--- config.mk ---
export PLATFORM = sky130hd
export DESIGN_NAME = uart_tx_ctrl
export DESIGN_NICKNAME = d
export VERILOG_FILES = /design/src/rtl/uart_tx_ctrl.sv
export SDC_FILE = /design/constraint.sdc
export NUM_CORES = 1
export LEC_CHECK = 0
export BUFFER_PORTS_ARGS = -buffer_cell sky130_fd_sc_hd__buf_4
export CORE_MARGIN = 2
export CORE_UTILIZATION = 25
export DETAILED_ROUTE_END_ITERATION = 10
export PLACE_DENSITY = 0.52
export SLEW_MARGIN = 20
export SYNTH_ARGS = -nofsm -noshare
export SYNTH_HDL_FRONTEND = slang
export SYNTH_SLANG_ARGS = --single-unit
export TNS_END_PERCENT = 1
--- constraint.sdc ---
create_clock -name clk -period 1.4 [get_ports clk]
set_input_delay 0.28 -clock clk [delete_from_list [all_inputs] [get_ports clk]]
set_output_delay 0.28 -clock clk [all_outputs]
set_load 0.02 [all_outputs]
--- src/rtl/uart_tx_ctrl.sv ---
// UART transmit frame sequencer: start bit, serializer-driven data bits,
// optional parity bit and STOP_BITS stop cycles, one bit per clk.
module uart_tx_ctrl #(
    parameter int DATA_WIDTH = 8,
    parameter int STOP_BITS  = 1
) (
    input  logic                  clk,
    input  logic                  rst,
    input  logic [DATA_WIDTH-1:0] p_data,
    input  logic                  data_valid,
    input  logic                  par_en,
    input  logic                  par_typ,
    input  logic                  ser_data,
    input  logic                  ser_done,
    output logic                  ser_en,
    output logic                  busy,
    output logic                  tx_out,
    output logic                  tx_done
);

    localparam logic [2:0] IDLE   = 3'd0;
    localparam logic [2:0] START  = 3'd1;
    localparam logic [2:0] DATA   = 3'd2;
    localparam logic [2:0] PARITY = 3'd3;
    localparam logic [2:0] STOP   = 3'd4;

    // Stop counter value that marks the final stop cycle.
    localparam logic LAST_STOP = (STOP_BITS == 2);

    logic [2:0] state;
    logic [2:0] state_nxt;
    logic       stop_cnt;
    logic       par_en_q;
    logic       parity_q;
    logic       last_stop;

    assign last_stop = (stop_cnt == LAST_STOP);

    always_comb begin
        state_nxt = state;
        case (state)
            IDLE:    if (data_valid) state_nxt = START;
            START:   state_nxt = DATA;
            DATA:    if (ser_done) state_nxt = par_en_q ? PARITY : STOP;
            PARITY:  state_nxt = STOP;
            STOP:    if (last_stop) state_nxt = IDLE;
            default: state_nxt = IDLE;
        endcase
    end

    // Parity is resolved at accept so host-side changes mid-frame are harmless.
    always_ff @(posedge clk or negedge rst) begin
        if (!rst) begin
            state    <= IDLE;
            stop_cnt <= 1'b0;
            par_en_q <= 1'b0;
            parity_q <= 1'b0;
        end else begin
            state <= state_nxt;
            if (state == IDLE && data_valid) begin
                par_en_q <= par_en;
                parity_q <= (^p_data) ^ par_typ;
            end
            if (state != STOP)
                stop_cnt <= 1'b0;
            else if (!last_stop)
                stop_cnt <= 1'b1;
        end
    end

    always_comb begin
        ser_en  = 1'b0;
        busy    = 1'b1;
        tx_out  = 1'b1;
        tx_done = 1'b0;
        case (state)
            IDLE:    busy = 1'b0;
            START:   tx_out = 1'b0;
            DATA: begin
                ser_en = 1'b1;
                tx_out = ser_data;
            end
            PARITY:  tx_out = parity_q;
            STOP:    tx_done = last_stop;
            default: busy = 1'b0;
        endcase
    end

endmodule

==> summary.md <==
| Metric | Value |
|---|---|
| Startpoint types | `flip-flop` |
| CP arrival | `1.19 ns` |
| Yosys top cell area share | `0.357` |
| Post-layout util | `0.460` |
| Post-synthesis cell type count | `20` |
| Fraction of layout cells with a size suffix above 1 | `0.565` |
| Root Buffer | `clkbuf_4` |
| Achievable Freq | `680 MHz` |
| Syn-to-layout area delta | `70.7%` |
| Max Slew Vio Count | `0` |
| Crit path time final | `1.47 ns` |
| Die width | `41.4 um` |
| Maximum vdd drop | `0.784 mV` |
| Die height | `41.4 um` |
| Area contributors post-synth | `dfrtp_1 36%, xnor2_1 10%, xnor2_2 9.3%, xnor3_1 6.4%, nor3_1 5.7%` |
| Netlist Area Pre-Place | `350 um2` |
| Measured slew at the worst slew-check pin | `0.280 ns` |
| Diode count | `0` |
| Total CTS buffers | `3` |
| Critical path required time | `1.12 ns` |
| Leading area contributor after synthesis | `dfrtp_1` |
| Crit. Startpoint | `state[0]` |
| Largest net degree at the start of global routing | `9` |
| Mapped Cells | `36` |
| # IOs | `19` |
| Wire per inst | `9.70 um` |
| Clk buf depth | `2` |
| Power Density | `1900 nW/um2` |
| Port bufs | `18` |
| Max cap viols | `0` |
| Critical path class | `reg2out` |
| Final Hold Viols | `0` |
| Clock Skew | `0.00322 ns` |
| Post-DP HPWL | `612 um` |
| YS warnings | `0` |
| R2R setup slack | `0.09 ns` |
| CTS tree | `done` |
| Most frequent cells in the layout | `22 x buf_4, 4 x xnor2_1, 4 x dfrtp_1` |
| Setup TNS | `-0.180 ns` |
| Nets@finish | `78` |
| Status | `finished with violations` |
| CTS sink cnt | `5` |
| Gr usage total | `0.104` |
| Worst Setup EP | `busy` |
| Tcrit/Tclk final | `1.05` |
| DR vias | `331` |
| Worst Path Max Fanout | `4` |
| Worst relative slew slack | `0.813` |
| Initial antenna violation count | `0` |
| Clk pin slew, worst setup/hold paths | `0.04 ns` |
| R2r endpoint | `parity_q` |
| Tot Pwr | `1140 uW` |
| Overflow after GRT | `0` |
| Worst Hold Class | `in2reg` |
| Rows | `13` |
| Violated checks | `setup timing` |
| Iteration-0 DRC Markers | `2` |
| R2R depth | `4` |
| Post-route DRC | `0` |
| Core Footprint | `1300 um2` |
| Clock latency on the worst-skew pair | `0.24 ns` |
| Pleak | `0.000292 uW` |
| Critical path endpoint category | `primary output` |
| Part of the Yosys area used for sequential elements | `0.357` |
| Final GP Congestion | `0.704` |
| Mean Syn Cell Area | `9.73 um2` |
| Final setup vio count | `3` |
| Initial core utilization | `0.269` |
| DRT Pass-1 Iters | `2` |
| Commonest non-fill, non-tap cell in the layout | `buf_4` |
| RR Startpoint | `state[1]` |
| Unrepaired setup endpoints after global routing | `yes` |
| First-pass GRT wire length | `1330 um` |
| Vias/cell | `4.30` |
| Yosys reg bits | `5` |
| CTS HTree Levels | `1` |
| Final worst setup slack | `-0.0699 ns` |
| WL final | `747 um` |
| Fillers | `132` |
| Vias in the first global route | `324` |
| Mapped Nets | `51` |
| Die Area | `1720 um2` |
| Antenna-violating nets left | `0` |
## cells by family after synthesis
family	Yosys count	share of synthesized area
XOR/XNOR	8	0.282
multiplexers	1	0.0428
buffers and inverters	4	0.0428
flip-flops	5	0.357
AO/OA/AOI/OAI	6	0.100
AND/OR/NAND/NOR	12	0.175
## Yosys cell counts (all sizes together)
library cell,count
nor2,1
or2,1
dfrtp,5
nor3b,1
xnor2,6
and2,1
nor3,4
nor2b,1
inv,2
a211o,1
xnor3,1
xor2,1
o21ai,1
a21oi,3
nand2,3
a31oi,1
mux2,1
clkbuf,2
## area by class of cell
type                    count  area (um2)  share of cell area
clock buffers               4        26.3              0.0439
inverters                   2        7.51              0.0126
multi-input cells          27         233               0.389
flip-flops and latches      5         126               0.211
well taps                  15        18.8              0.0314
repair buffers             24         186               0.312
## worst min path at each step
| stage | start | end | cells past startpoint |
|---|---|---|---|
| floorplan | rst | par_en_q | 0 |
| global placement | rst | state[0] | 1 |
| detailed placement | rst | state[1] | 1 |
| CTS | par_en | par_en_q | 3 |
| global route | par_en | par_en_q | 3 |
| finish | par_en | par_en_q | 3 |
## report_power, final
part           switching (uW)  total [uW]  internal (uW)
sequential               72.8         286            213
combinational             312         685            374
clock                    56.5         164            108
total                     441        1140            695
## worst max-delay path, cell delays in order, from the launching register on
cell     delay, ns
dfrtp_1       0.40
buf_4         0.17
nor2_4        0.11
xnor2_1       0.12
buf_4         0.16
## repair_timing
action	in CTS	in global routing
setup endpoints to repair	4	5
buffers inserted	0	1
gates resized for setup	5	2
pin swaps	1	1
hold buffers	1	0
endpoints found under the hold margin	5	0
## metrics by stage
step                      instances  hold slack, ns  setup WS [ns]  cell area (um2)
after floorplan                  36         -0.0156         0.0878              350
after global placement           71          0.0861        -0.0477              527
after detailed placement         71          0.0887        -0.0857              527
after CTS                        76           0.236        -0.0954              581
after global routing             77           0.254         -0.131              598
final                            77           0.239        -0.0699              598
## routing by layer
layer  vias up  track usage  routed length, um
li1        173            -                  -
met1       149        0.131                309
met5         -            0                  0
met3         0       0.0652                 57
met4         0            0                  0
met2         9        0.159                380
## registers in the layout, summed over array words and instances, names as in the netlist
signal    count
parity_q      1
state         3
par_en_q      1
No activity file was read; power rests on OpenSTA's default activity.
